==> src/rtl/lane_receiver_if.sv <==
// Lane receiver bus: decoded character stream in, lock/idle/payload indications out.
interface lane_receiver_if;
  logic [7:0] data_in;
  logic       ctrl_in;
  logic       valid_in;
  logic       code_err;
  logic       lane_up;
  logic       rx_k;
  logic       rx_a;
  logic       rx_r;
  logic [7:0] data_out;
  logic       data_valid;
  logic       sof;
  logic       eof;
  logic       frame_err;

  // Upstream decoder side: drives characters, observes results.
  modport master (
    output data_in, ctrl_in, valid_in, code_err,
    input  lane_up, rx_k, rx_a, rx_r, data_out, data_valid, sof, eof, frame_err
  );

  // Receiver side.
  modport slave (
    input  data_in, ctrl_in, valid_in, code_err,
    output lane_up, rx_k, rx_a, rx_r, data_out, data_valid, sof, eof, frame_err
  );
endinterface

==> src/rtl/lane_receiver.sv <==
// Per-lane receiver: idle ordered-set detection, lane lock tracking and SCP/ECP deframing.
// Payload bytes pass through a one-byte hold register so the last byte can be tagged with eof.
module lane_receiver #(
  parameter int unsigned LOCK_COUNT = 4,
  parameter int unsigned ERR_LIMIT  = 4,
  parameter int unsigned GOOD_RUN   = 16
) (
  input  logic          clk,
  input  logic          rst_n,
  lane_receiver_if.slave bus
);

  localparam int unsigned CW = $clog2(LOCK_COUNT + 1);
  localparam int unsigned EW = $clog2(ERR_LIMIT + 1);
  localparam int unsigned GW = $clog2(GOOD_RUN + 1);
  localparam logic [CW-1:0] CommaMax = CW'(LOCK_COUNT);
  localparam logic [EW-1:0] ErrMax   = EW'(ERR_LIMIT);
  localparam logic [GW-1:0] GoodMax  = GW'(GOOD_RUN);

  localparam logic [7:0] KComma = 8'hBC;
  localparam logic [7:0] KAlign = 8'h7C;
  localparam logic [7:0] KRdy   = 8'h1C;
  localparam logic [7:0] KScp1  = 8'h5C;
  localparam logic [7:0] KScp2  = 8'hFB;
  localparam logic [7:0] KEcp1  = 8'hFD;
  localparam logic [7:0] KEcp2  = 8'hFE;

  typedef enum logic [1:0] {LaneDown, LaneAlign, LaneUp} lane_state_e;
  typedef enum logic [1:0] {FrameIdle, FrameScp, FrameData, FrameEcp} frame_state_e;

  lane_state_e  lane_q;
  frame_state_e frame_q;
  logic [CW-1:0] comma_cnt_q, comma_inc;
  logic [EW-1:0] err_cnt_q, err_inc;
  logic [GW-1:0] good_cnt_q, good_inc;
  logic [7:0]    hold_q, data_out_q;
  logic          hold_full_q, first_pending_q;
  logic          lane_up_q, rx_k_q, rx_a_q, rx_r_q;
  logic          data_valid_q, sof_q, eof_q, frame_err_q;

  logic beat, err_beat, is_k, is_data, k_comma, k_align, k_rdy, k_idle, lane_drop;

  // Beat classification and saturating counter increments.
  always_comb begin
    beat      = bus.valid_in;
    err_beat  = bus.valid_in & bus.code_err;
    is_k      = bus.valid_in & ~bus.code_err & bus.ctrl_in;
    is_data   = bus.valid_in & ~bus.code_err & ~bus.ctrl_in;
    k_comma   = is_k && (bus.data_in == KComma);
    k_align   = is_k && (bus.data_in == KAlign);
    k_rdy     = is_k && (bus.data_in == KRdy);
    k_idle    = k_comma | k_align | k_rdy;
    comma_inc = (comma_cnt_q == CommaMax) ? comma_cnt_q : comma_cnt_q + CW'(1);
    err_inc   = (err_cnt_q == ErrMax) ? err_cnt_q : err_cnt_q + EW'(1);
    good_inc  = (good_cnt_q == GoodMax) ? good_cnt_q : good_cnt_q + GW'(1);
    lane_drop = (lane_q == LaneUp) && err_beat && (err_inc == ErrMax);
  end

  // Lane lock FSM plus idle-character pulses.
  always_ff @(posedge clk or negedge rst_n) begin
    if (!rst_n) begin
      lane_q      <= LaneDown;
      lane_up_q   <= 1'b0;
      comma_cnt_q <= '0;
      err_cnt_q   <= '0;
      good_cnt_q  <= '0;
      rx_k_q      <= 1'b0;
      rx_a_q      <= 1'b0;
      rx_r_q      <= 1'b0;
    end else begin
      rx_k_q <= k_comma;
      rx_a_q <= k_align;
      rx_r_q <= k_rdy;
      if (beat) begin
        unique case (lane_q)
          LaneDown: begin
            if (k_comma) begin
              err_cnt_q  <= '0;
              good_cnt_q <= '0;
              if (CommaMax <= CW'(1)) begin
                lane_q      <= LaneUp;
                lane_up_q   <= 1'b1;
                comma_cnt_q <= '0;
              end else begin
                lane_q      <= LaneAlign;
                comma_cnt_q <= CW'(1);
              end
            end
          end
          LaneAlign: begin
            if (err_beat) begin
              lane_q      <= LaneDown;
              comma_cnt_q <= '0;
            end else if (k_comma) begin
              if (comma_inc == CommaMax) begin
                lane_q      <= LaneUp;
                lane_up_q   <= 1'b1;
                comma_cnt_q <= '0;
                err_cnt_q   <= '0;
                good_cnt_q  <= '0;
              end else begin
                comma_cnt_q <= comma_inc;
              end
            end
          end
          LaneUp: begin
            if (err_beat) begin
              good_cnt_q <= '0;
              if (lane_drop) begin
                lane_q    <= LaneDown;
                lane_up_q <= 1'b0;
                err_cnt_q <= '0;
              end else begin
                err_cnt_q <= err_inc;
              end
            end else if (good_inc == GoodMax) begin
              err_cnt_q  <= '0;
              good_cnt_q <= '0;
            end else begin
              good_cnt_q <= good_inc;
            end
          end
          default: lane_q <= LaneDown;
        endcase
      end
    end
  end

  // Frame FSM: strips SCP/ECP, delays payload by one byte to mark sof/eof.
  always_ff @(posedge clk or negedge rst_n) begin
    if (!rst_n) begin
      frame_q         <= FrameIdle;
      hold_q          <= '0;
      hold_full_q     <= 1'b0;
      first_pending_q <= 1'b0;
      data_out_q      <= '0;
      data_valid_q    <= 1'b0;
      sof_q           <= 1'b0;
      eof_q           <= 1'b0;
      frame_err_q     <= 1'b0;
    end else begin
      data_valid_q <= 1'b0;
      sof_q        <= 1'b0;
      eof_q        <= 1'b0;
      frame_err_q  <= 1'b0;
      if (lane_drop || (lane_q != LaneUp)) begin
        // Losing the lane mid-frame aborts the frame without an eof.
        frame_err_q     <= lane_drop && (frame_q != FrameIdle);
        frame_q         <= FrameIdle;
        hold_full_q     <= 1'b0;
        first_pending_q <= 1'b0;
      end else if (beat) begin
        unique case (frame_q)
          FrameIdle: begin
            if (is_data) begin
              frame_err_q <= 1'b1;
            end else if (is_k && (bus.data_in == KScp1)) begin
              frame_q <= FrameScp;
            end
          end
          FrameScp: begin
            if (is_k && (bus.data_in == KScp2)) begin
              frame_q         <= FrameData;
              first_pending_q <= 1'b1;
              hold_full_q     <= 1'b0;
            end else begin
              frame_err_q <= 1'b1;
              frame_q     <= FrameIdle;
            end
          end
          FrameData: begin
            if (is_data) begin
              if (hold_full_q) begin
                data_out_q      <= hold_q;
                data_valid_q    <= 1'b1;
                sof_q           <= first_pending_q;
                first_pending_q <= 1'b0;
              end
              hold_q      <= bus.data_in;
              hold_full_q <= 1'b1;
            end else if (is_k && !k_idle) begin
              if (bus.data_in == KEcp1) begin
                frame_q <= FrameEcp;
              end else begin
                frame_err_q <= 1'b1;
                hold_full_q <= 1'b0;
                frame_q     <= (bus.data_in == KScp1) ? FrameScp : FrameIdle;
              end
            end
          end
          FrameEcp: begin
            if (is_k && (bus.data_in == KEcp2) && hold_full_q) begin
              data_out_q   <= hold_q;
              data_valid_q <= 1'b1;
              sof_q        <= first_pending_q;
              eof_q        <= 1'b1;
            end else begin
              frame_err_q <= 1'b1;
            end
            hold_full_q     <= 1'b0;
            first_pending_q <= 1'b0;
            frame_q         <= FrameIdle;
          end
          default: frame_q <= FrameIdle;
        endcase
      end
    end
  end

  assign bus.lane_up    = lane_up_q;
  assign bus.rx_k       = rx_k_q;
  assign bus.rx_a       = rx_a_q;
  assign bus.rx_r       = rx_r_q;
  assign bus.data_out   = data_out_q;
  assign bus.data_valid = data_valid_q;
  assign bus.sof        = sof_q;
  assign bus.eof        = eof_q;
  assign bus.frame_err  = frame_err_q;

endmodule

==> src/flat_wrapper.sv <==
// flat-port wrapper written by rule: the top's interface ports become plain ports
module lane_receiver_flat 
#(
  parameter int unsigned LOCK_COUNT = 4,
  parameter int unsigned ERR_LIMIT  = 4,
  parameter int unsigned GOOD_RUN   = 16
)
  (clk, rst_n, bus_data_in, bus_ctrl_in, bus_valid_in, bus_code_err, bus_lane_up, bus_rx_k, bus_rx_a, bus_rx_r, bus_data_out, bus_data_valid, bus_sof, bus_eof, bus_frame_err);
  lane_receiver_if bus_i ();
  input  logic clk;
  input  logic rst_n;
  input wire logic [$bits(bus_i.data_in)-1:0] bus_data_in;
  input wire logic [$bits(bus_i.ctrl_in)-1:0] bus_ctrl_in;
  input wire logic [$bits(bus_i.valid_in)-1:0] bus_valid_in;
  input wire logic [$bits(bus_i.code_err)-1:0] bus_code_err;
  output wire logic [$bits(bus_i.lane_up)-1:0] bus_lane_up;
  output wire logic [$bits(bus_i.rx_k)-1:0] bus_rx_k;
  output wire logic [$bits(bus_i.rx_a)-1:0] bus_rx_a;
  output wire logic [$bits(bus_i.rx_r)-1:0] bus_rx_r;
  output wire logic [$bits(bus_i.data_out)-1:0] bus_data_out;
  output wire logic [$bits(bus_i.data_valid)-1:0] bus_data_valid;
  output wire logic [$bits(bus_i.sof)-1:0] bus_sof;
  output wire logic [$bits(bus_i.eof)-1:0] bus_eof;
  output wire logic [$bits(bus_i.frame_err)-1:0] bus_frame_err;
  assign bus_i.data_in = bus_data_in;
  assign bus_i.ctrl_in = bus_ctrl_in;
  assign bus_i.valid_in = bus_valid_in;
  assign bus_i.code_err = bus_code_err;
  assign bus_lane_up = bus_i.lane_up;
  assign bus_rx_k = bus_i.rx_k;
  assign bus_rx_a = bus_i.rx_a;
  assign bus_rx_r = bus_i.rx_r;
  assign bus_data_out = bus_i.data_out;
  assign bus_data_valid = bus_i.data_valid;
  assign bus_sof = bus_i.sof;
  assign bus_eof = bus_i.eof;
  assign bus_frame_err = bus_i.frame_err;
  lane_receiver #(.LOCK_COUNT(LOCK_COUNT), .ERR_LIMIT(ERR_LIMIT), .GOOD_RUN(GOOD_RUN)) u_core (.clk(clk), .rst_n(rst_n), .bus(bus_i));
endmodule
==> config.mk <==
export PLATFORM = sky130hd
export DESIGN_NAME = lane_receiver_flat
export DESIGN_NICKNAME = d
export VERILOG_FILES = /design/src/rtl/lane_receiver_if.sv /design/src/rtl/lane_receiver.sv /design/src/flat_wrapper.sv
export SDC_FILE = /design/constraint.sdc
export NUM_CORES = 1
export LEC_CHECK = 0
export ABC_AREA = 1
export CAP_MARGIN = 10
export CORE_MARGIN = 3
export CORE_UTILIZATION = 60
export DETAILED_ROUTE_END_ITERATION = 12
export DONT_BUFFER_PORTS = 1
export GPL_TIMING_DRIVEN = 1
export MAX_ROUTING_LAYER = met4
export PLACE_DENSITY = 0.76
export SLEW_MARGIN = 20
export SYNTH_ARGS = -nofsm -noshare
export SYNTH_HDL_FRONTEND = slang
export SYNTH_SLANG_ARGS = --single-unit
==> constraint.sdc <==
create_clock -name clk -period 1.8 [get_ports clk]
set_input_delay 0.36 -clock clk [delete_from_list [all_inputs] [get_ports clk]]
set_output_delay 0.36 -clock clk [all_outputs]
set_load 0.02 [all_outputs]
# After elaboration in Yosys (flattened, before gate mapping)
# Index checks and enable logic that the tools add are counted.
# totals
ff_bits	41
inputBits	13
output_inout_bits	16
word_cells	188
# op_classes
add_sub_neg	3
eq_ne	40
mux	87
bitwise	9
n_reduce_logical	32
# op_table
operator	n
3-bit 2-to-1 mux	13
1-bit 2-to-1 mux	38
5-bit 2-to-1 mux	7
8-bit equality test (second input constant)	4
2-bit 2-to-1 mux	14
8-bit 2-to-1 mux	3
3-bit by 1-bit != test with 1-bit output (second input constant)	7
6-bit AND reduction	3
8-bit by 7-bit equality test with 1-bit output (second input constant)	2
2-bit by 1-bit != test with 1-bit output (second input constant)	8
8-bit one-hot mux with 2 select lines	1
5-bit one-hot mux with 3 select lines	1
5-bit AND reduction	3
7-bit AND reduction	2
3-bit equality test (second input constant)	4
1-bit logical AND	11
5-bit equality test (second input constant)	2
2-bit nonzero test	5
3-bit one-hot mux with 3 select lines	1
8-bit by 5-bit equality test with 1-bit output (second input constant)	1
2-bit one-hot mux with 4 select lines	1
4-bit AND reduction	2
3-bit by 1-bit adder with 3-bit output (second input constant)	2
2-bit equality test (second input constant)	3
other kinds (20)	33

# Logic depth before layout (Yosys ltp)
# Gate-level depths: netlist of run 1.
# depth
depth_word	13
ltp_mapped	12
ltp_nobuf	12

# Least setup slack after synthesis of run 1
# No wires, ideal clock.
# synth_path
path_type	register to register
start	register u_core.err_cnt_q[0]
end	register u_core.frame_q[0]
setup_ps	118
arrival_ps	1462
path_slack_ps	220
stages_incl_launch_ff	10
period_less_slack_ps	1580
path_cell_list	dfrtp_1 -> inv_1 -> ha_1 -> nand3b_1 -> nor2_4 -> nor2_8 -> nand3_1 -> nand3_1 -> nand2_1 -> nand2_1
# synth_via
elab_chain_len	7
# synth_lines
element	line	text
from (decl)	lane_receiver.sv:34	logic [EW-1:0] err_cnt_q, err_inc;
from (signal assigned)	lane_receiver.sv:114	err_cnt_q <= err_inc;
3-bit by 1-bit adder with 3-bit output / 3-bit equality test (equally long branches)	lane_receiver.sv:54	err_inc = (err_cnt_q == ErrMax) ? err_cnt_q : err_cnt_q + EW'(1);
3-bit 2-to-1 mux *	lane_receiver.sv:54	
3-bit equality test *	lane_receiver.sv:56	lane_drop = (lane_q == LaneUp) && err_beat && (err_inc == ErrMax);
1-bit logical AND *	lane_receiver.sv:56	
1-bit logical OR *	lane_receiver.sv:146	if (lane_drop || (lane_q != LaneUp)) begin
3-bit != test (no source line) (tied with other cells)	n/a	
5-bit AND reduction (no source line)	n/a	
to (signal assigned)	lane_receiver.sv:149	frame_q <= FrameIdle;
to (signal assigned)	lane_receiver.sv:158	frame_q <= FrameScp;
to (signal assigned)	lane_receiver.sv:163	frame_q <= FrameData;
to (decl)	lane_receiver.sv:32	frame_state_e frame_q;
# Mark *: on every way between the ends. The rest lies on a longest branch, timed or not.
# A chain may end at the register's enable or synchronous reset.

# Final worst setup path of run 1
# layout_path
start	register u_core.err_cnt_q[0]
end	register u_core.data_out_q[6] (netlist: u_core.bus.data_out[6])
# layout_via
elab_chain_len	7
# layout_lines
element	line	text
3-bit by 1-bit adder with 3-bit output / 3-bit equality test (equally long branches)	lane_receiver.sv:54	
3-bit 2-to-1 mux *	lane_receiver.sv:54	
3-bit equality test *	lane_receiver.sv:56	
1-bit logical AND *	lane_receiver.sv:56	
1-bit logical OR *	lane_receiver.sv:146	
1-bit inverter (no source line) *	n/a	
6-bit AND reduction (no source line) *	n/a	
to (signal assigned)	lane_receiver.sv:174	data_out_q <= hold_q;
to (signal assigned)	lane_receiver.sv:193	data_out_q <= hold_q;
to (decl)	lane_receiver.sv:36	logic [7:0] hold_q, data_out_q;
# Marked as above.

==> summary.md, run 1 <==
| Metric | Value |
|---|---|
| Crit Path Category | reg -> reg |
| Initial DRC Count | 112 |
| Setup tns final | 0 ns |
| RSZ-0062 raised after global routing | true |
| Worst path slowest cell | dfrtp_1 |
| CP Launch Type | register |
| Minimum clock period | 1.776 ns |
| Max-Cap Viols | 0 |
| Commonest non-fill, non-tap cell in the layout | nand2_1 |
| Routability cong. | 0.8892 |
| Initial antenna violation count | 0 |
| Arrival time worst endpoint | 2.01 ns |
| Share of cells above drive strength 1 | 0.1633 |
| YS warnings | 0 |
| Total Power | 3009 uW |
| Worst Hold Class | in -> reg |
| Post-DP Area | 2547 um2 |
| Clk pin slew, worst setup/hold paths | 0.08 ns |
| Vias/cell | 5.350 |
| Reg-to-reg critical path endpoint | u_core.bus.data_out[6]$_DFFE_PN0P_ |
| Avg Inst Size Synth | 7.568 um2 |
| R2r startpoint | u_core.err_cnt_q[0]$_DFFE_PN0P_ |
| Gr usage total | 0.2184 |
| Top Ports | 29 |
| Mux cell area share after synthesis | 0 |
| Final wirelength | 5.199 mm |
| Post-DP HPWL | 3.697 mm |
| Die footprint | 4945 um2 |
| Slew HR | 0.7257 |
| Initial Utilization | 0.6488 |
| Final worst-path cycle share | 0.9866 |
| CP Launch Point | u_core.err_cnt_q[0]$_DFFE_PN0P_ |
| Fin. Hold Viols | 0 |
| FMAX | 0.5631 GHz |
| Worst VDD drop | 0.7268 mV |
| H-tree depth | 2 |
| Slew @ Worst Pin | 0.4100 ns |
| Gr busiest metal | met2 |
| PwrDens | 1065 nW/um2 |
| Final Skew | 0.003528 ns |
| WHS Endpoint | u_core.hold_q[3]$_DFFE_PN0P_ |
| Post-Synth Simple-Gate Area | 0.3659 |
| Leak | 0.001444 uW |
| WL/cell | 13.30 um |
| Unique cell type count in the Yosys netlist | 28 |
| Cell row count | 22 |
| Commonest cells after routing, fill and taps aside | 102 x nand2_1, 41 x inv_1, 41 x dfrtp_1 |
| Compound-Gate Fraction of Synth Area | 0.08014 |
| Number of synthesized register bits | 41 |
| Antenna-violating nets left | 0 |
| Synthesized instance count | 328 |
| Core area | 3826 um2 |
| Met1 Resource Use GR | 0.2921 |
| Cts bufs inserted | 5 |
| N_diodes | 0 |
| Met2 global-route usage | 0.3274 |
| Adder-cell share of the synthesized area | 0.05040 |
| Largest net degree at the start of global routing | 42 |
| Crit-path max FO | 8 |
| Drt pass-1 iters | 4 |
| Grt met3 use | 0.04748 |
| Worst EP required | 2.03 ns |
| Synth area leaders | dfrtp_1 41%, nand2_1 16%, inv_1 6.5%, nand3_1 5.2%, ha_1 5.0% |
| Xor and xnor area share after synthesis | 0.01411 |
| CP Capture Type | register |
| Register area share after synthesis | 0.4133 |
| Worst hold path cell count | 2 |
| Worst Min Path Start | bus_data_in[3] |
| DIE HEIGHT | 70.32 um |
| Layout Nets | 365 |
| Max-slew violation count | 0 |
| P&R area growth vs syn | 13.76% |
| Total global routing overflow | 0 |
| Number of global-route vias before repair | 1909 |
| Post-Syn Area | 2482 um2 |
| Setup violators final | 0 |
| Remaining routing DRC violations | 0 |
| Largest family of logic cells by synthesized area | simple AND/OR/NAND/NOR gates |
| Setup slack, reg-to-reg | 0.02 ns |
| Max Buffers Root-to-Sink | 2 |
| Port bufs | 0 |
| Synth area leader | dfrtp_1 |
| Cell area after layout | 2824 um2 |
| Fillers | 290 |
| First-pass GRT wire length | 8.452 mm |
| Sink Count | 41 |
| Worst-Skew Late Latency | 0.29 ns |
| R2R depth | 11 |
| Syn_nets | 351 |
| Status | complete, no violations |
| Post-synth top area share | 0.4133 |
| Crit path largest cell delay | 0.42 ns |
| CTS tree | built |
| Die extent in x | 70.32 um |
| CTS root buf | clkbuf_8 |
| Critical path, cell by cell | inv_2 -> ha_4 -> nand2_2 -> nand2_1 -> nand3b_1 -> nor2_4 -> nor2_8 -> nand2_8 -> nor2_4 -> nand2_1 -> nand2_1 |
| Vias | 2092 |
| Worst hold slack | 0.1757 ns |
| Cell mode on critical path | nand2_1 |
[layout make-up]
class	count	area (um2)	share of cell area
clock buffers	6	82.58	0.02924
flip-flops and latches	41	1026	0.3633
clock inverters	2	37.54	0.01329
inverters	46	177.7	0.06292
well taps	48	60.06	0.02127
multi-input cells	242	1368	0.4843
repair buffers	6	72.57	0.02570
[worst max path at each step]
stage,endpoint,cells past startpoint
final,u_core.bus.data_out[6]$_DFFE_PN0P_,11
after global routing,u_core.err_cnt_q[2]$_DFFE_PN0P_,11
after CTS,u_core.bus.data_out[6]$_DFFE_PN0P_,11
after detailed placement,u_core.bus.data_out[6]$_DFFE_PN0P_,11
after global placement,u_core.bus.lane_up$_DFFE_PN0P_,9
after floorplan,u_core.frame_q[0]$_DFFE_PN0P_,9
[power by group]
part | internal, uW | switching [uW] | total, uW | leakage, uW
sequential | 1030 | 140 | 1170 | 0.000561
combinational | 383 | 690 | 1070 | 0.000826
clock | 451 | 314 | 765 | 0.0000574
[cell families after synthesis]
| logic type | after synthesis |
|---|---|
| buf+inv | 47 |
| xor+xnor | 4 |
| simple gates | 191 |
| fa+ha+maj | 10 |
| compound gates | 35 |
| flops | 41 |
[Yosys cell counts]
cell type,instances
nand2_1,107
inv_1,43
dfrtp_1,41
nor2_1,27
nand3_1,26
o21ai_0,13
ha_1,10
o21ai_1,10
a21oi_1,5
nand2_2,5
nand4_1,5
o21ai_2,5
nand3b_1,4
nor2_4,4
nand2_4,3
xor2_1,3
inv_2,2
nor2_2,2
nor2_8,2
nor4_1,2
o31ai_1,2
and2_1,1
buf_8,1
clkinv_2,1
nand3_2,1
nand3_4,1
nor3_1,1
xnor2_1,1
[sequential cells by signal (all words and copies together), names as in the netlist, 2 cells and up]
register / cells
u_core.comma_cnt_q: 3
u_core.err_cnt_q: 3
u_core.frame_q: 2
u_core.good_cnt_q: 5
u_core.hold_q: 8
u_core.bus.data_out: 8
u_core.lane_q: 2
[layer usage]
layer / share of wire / vias up / routed length, um
met5: 0 / - / 0
met3: 0.043 / 10 / 221
met2: 0.46 / 47 / 2410
met4: 0.022 / 0 / 114
li1: - / 1068 / -
met1: 0.47 / 967 / 2451
[worst max-delay path: cells and delay by family (launching register included)]
kind | cells | cell delay, ns
simple gates | 9 | 1.08
flops | 1 | 0.42
fa+ha+maj | 1 | 0.16
buf+inv | 1 | 0.07
[what timing repair did]
action,4_1_cts,5_1_grt
endpoints found under the setup margin,0,26
hold buffers,2,0
endpoints found under the hold margin,41,0
gates resized for setup,0,21
setup buffers,0,3
[stage by stage]
stage / setup slack (ns) / instances / util
global route: -0.08696 / 391 / 0.7381
floorplan: 0.2197 / 328 / -
CTS: 0.02088 / 386 / 0.7050
global placement: 0.05968 / 376 / 0.6658
detailed placement: 0.03891 / 376 / 0.6658
finish: 0.02416 / 391 / 0.7381
No activity file was read; power rests on OpenSTA's default activity.
==> inputs of run 2 (changes only) <==
Settings changed: PLACE_DENSITY 0.76 to default, PLACE_DENSITY_LB_ADDON from default to 0.25.
Clock period 1.8 ns to 2.24 ns, I/O delays scaled along.
==> summary.md, run 2 (synthesized netlist as in run 1, its figures left out) <==
| Metric | Value |
|---|---|
| Commonest cells after routing, fill and taps aside | 107 x nand2_1, 43 x inv_1, 41 x dfrtp_1 |
| Die extent in x | 70.32 um (unchanged) |
| Fillers | 298 (+2.8%) |
| Slew @ Worst Pin | 0.4255 ns (+0.01551 ns) |
| H-tree depth | 2 (unchanged) |
| Cells after DPL | 375 (-0.27%) |
| Worst VDD drop | 0.5472 mV (-25%) |
| Remaining routing DRC violations | 0 (unchanged) |
| Worst Hold Class | in -> reg |
| Layout Nets | 359 (-1.6%) |
| Max-slew violation count | 0 (unchanged) |
| Worst-Skew Late Latency | 0.30 ns (about the same) |
| Initial DRC Count | 170 (+52%) |
| Antenna-violating nets left | 0 (unchanged) |
| Final Skew | 0.005936 ns (+0.002408 ns) |
| N_diodes | 0 (unchanged) |
| Drt pass-1 iters | 5 (+1) |
| CTS root buf | clkbuf_8 |
| Minimum clock period | 1.787 ns (+0.01157 ns) |
| Commonest non-fill, non-tap cell in the layout | nand2_1 |
| Vias/cell | 5.265 (-1.6%) |
| CTS tree | built |
| Max Buffers Root-to-Sink | 2 (unchanged) |
| Sink Count | 41 (unchanged) |
| Total global routing overflow | 0 (unchanged) |
| P&R area growth vs syn | 8.417% |
| Post-cts sizing count | 0 (unchanged) |
| Die footprint | 4945 um2 (unchanged) |
| Core area | 3826 um2 (unchanged) |
| Share of cells above drive strength 1 | 0.1039 (-0.05941) |
| Leak | 0.001403 uW (-2.8%) |
| Largest net degree at the start of global routing | 42 (unchanged) |
| Port bufs | 0 (unchanged) |
| Final std cells w/o fill | 385 (-1.5%) |
| Number of global-route vias before repair | 1946 (+1.9%) |
| Setup tns final | 0 ns (unchanged) |
| PwrDens | 882.4 nW/um2 (-17%) |
| Crit Path Category | reg -> reg |
| Gr usage total | 0.2194 (+0.0009620) |
| Initial antenna violation count | 0 (unchanged) |
| Setup violators final | 0 (unchanged) |
| Slew HR | 0.7153 (-0.01038) |
| FMAX | 0.5595 GHz (-0.65%) |
| Status | complete, no violations |
| Arrival time worst endpoint | 1.98 ns (-0.03 ns) |
| Cell row count | 22 (unchanged) |
| Cts bufs inserted | 5 (unchanged) |
| Initial Utilization | 0.6488 (unchanged) |
| RSZ-0062 raised after global routing | false |
| WL/cell | 12.44 um (-6.5%) |
| Final wirelength | 4.789 mm (-7.9%) |
| Final worst-path cycle share | 0.7980 (-0.1886) |
| CP Launch Type | register |
| Routability cong. | 0.8792 (-1.1%) |
| Vias | 2027 (-3.1%) |
| First-pass GRT wire length | 8.480 mm (+0.33%) |
| Post-DP HPWL | 3.608 mm (-2.4%) |
| Total Power | 2375 uW (-21%) |
| Clk pin slew, worst setup/hold paths | 0.08 ns (about the same) |
| Crit-path max FO | 15 (+7) |
| DIE HEIGHT | 70.32 um (unchanged) |
| Max-Cap Viols | 0 (unchanged) |
| Fin. Hold Viols | 0 (unchanged) |
| Top Ports | 29 (unchanged) |
| CP Capture Type | register |
| Worst EP required | 2.43 ns (+0.40 ns) |
[run 2: area by class of cell]
cell class / instances / area [um2] / area share
timing repair buffer: 2 / 30.03 / 0.01116
clock inverter: 3 / 65.06 / 0.02417
tap: 48 / 60.06 / 0.02232
inverter: 46 / 173.9 / 0.06462
multi-input combinational: 240 / 1267 / 0.4709
clock buffer: 5 / 68.82 / 0.02557
sequential: 41 / 1026 / 0.3812
[run 2: critical path: stages, from the launching register on]
cell and delay (ns):
dfrtp_1 0.39, inv_1 0.08, ha_1 0.31, nand3b_1 0.24, nor2_4 0.21, nor2_8 0.07
nand2_4 0.15, inv_1 0.10, nand3_1 0.09, nand2_1 0.05
[run 2: power by group]
| group | total (uW) | internal, uW | switching [uW] | leakage, uW |
|---|---|---|---|---|
| clock | 698 | 443 | 256 | 0.0000681 |
| combinational | 741 | 256 | 485 | 0.000774 |
| sequential | 936 | 828 | 108 | 0.000561 |
| total | 2370 | 1530 | 848 | 0.00140 |
[run 2: stage by stage]
| step | worst slack, ns | instance area (um2) | util | hold WS, ns |
|---|---|---|---|---|
| after floorplan | 0.6597 | 2482 | - | 0.1524 |
| after global placement | 0.5306 | 2527 | 0.6606 | 0.1535 |
| after detailed placement | 0.4829 | 2527 | 0.6606 | 0.1536 |
| after CTS | 0.4642 | 2691 | 0.7034 | 0.2518 |
| after global routing | 0.2582 | 2691 | 0.7034 | 0.2532 |
| final | 0.4526 | 2691 | 0.7034 | 0.2604 |
[run 2: repair_timing]
item                      CTS  global route
hold endpoints to repair   41             0
hold buffers                2             0
buffers inserted            0             0
[run 2: path summary, 6_finish.rpt]
path | from | to | slack, ns | cells past startpoint
hold / removal | bus_data_in[3] | u_core.hold_q[3]$_DFFE_PN0P_ | 0.26 | 2
max in group asynchronous | rst_n | u_core.bus.sof$_DFF_PN0_ | 1.43 | 2
min in group asynchronous | rst_n | u_core.bus.rx_r$_DFF_PN0_ | 0.61 | 2
setup / recovery | u_core.err_cnt_q[0]$_DFFE_PN0P_ | u_core.hold_full_q$_DFFE_PN0P_ | 0.45 | 9
hold reg to reg | u_core.hold_q[7]$_DFFE_PN0P_ | u_core.bus.data_out[7]$_DFFE_PN0P_ | 0.48 | 2
setup reg to reg | u_core.err_cnt_q[0]$_DFFE_PN0P_ | u_core.hold_full_q$_DFFE_PN0P_ | 0.45 | 9
[run 2: routing by layer]
layer	global-route usage	vias to the layer above	share of wire
met5	-	-	0
li1	-	1052	-
met1	0.2916	919	0.46
met2	0.3347	51	0.46
met4	0.07021	0	0.014
met3	0.04748	5	0.059
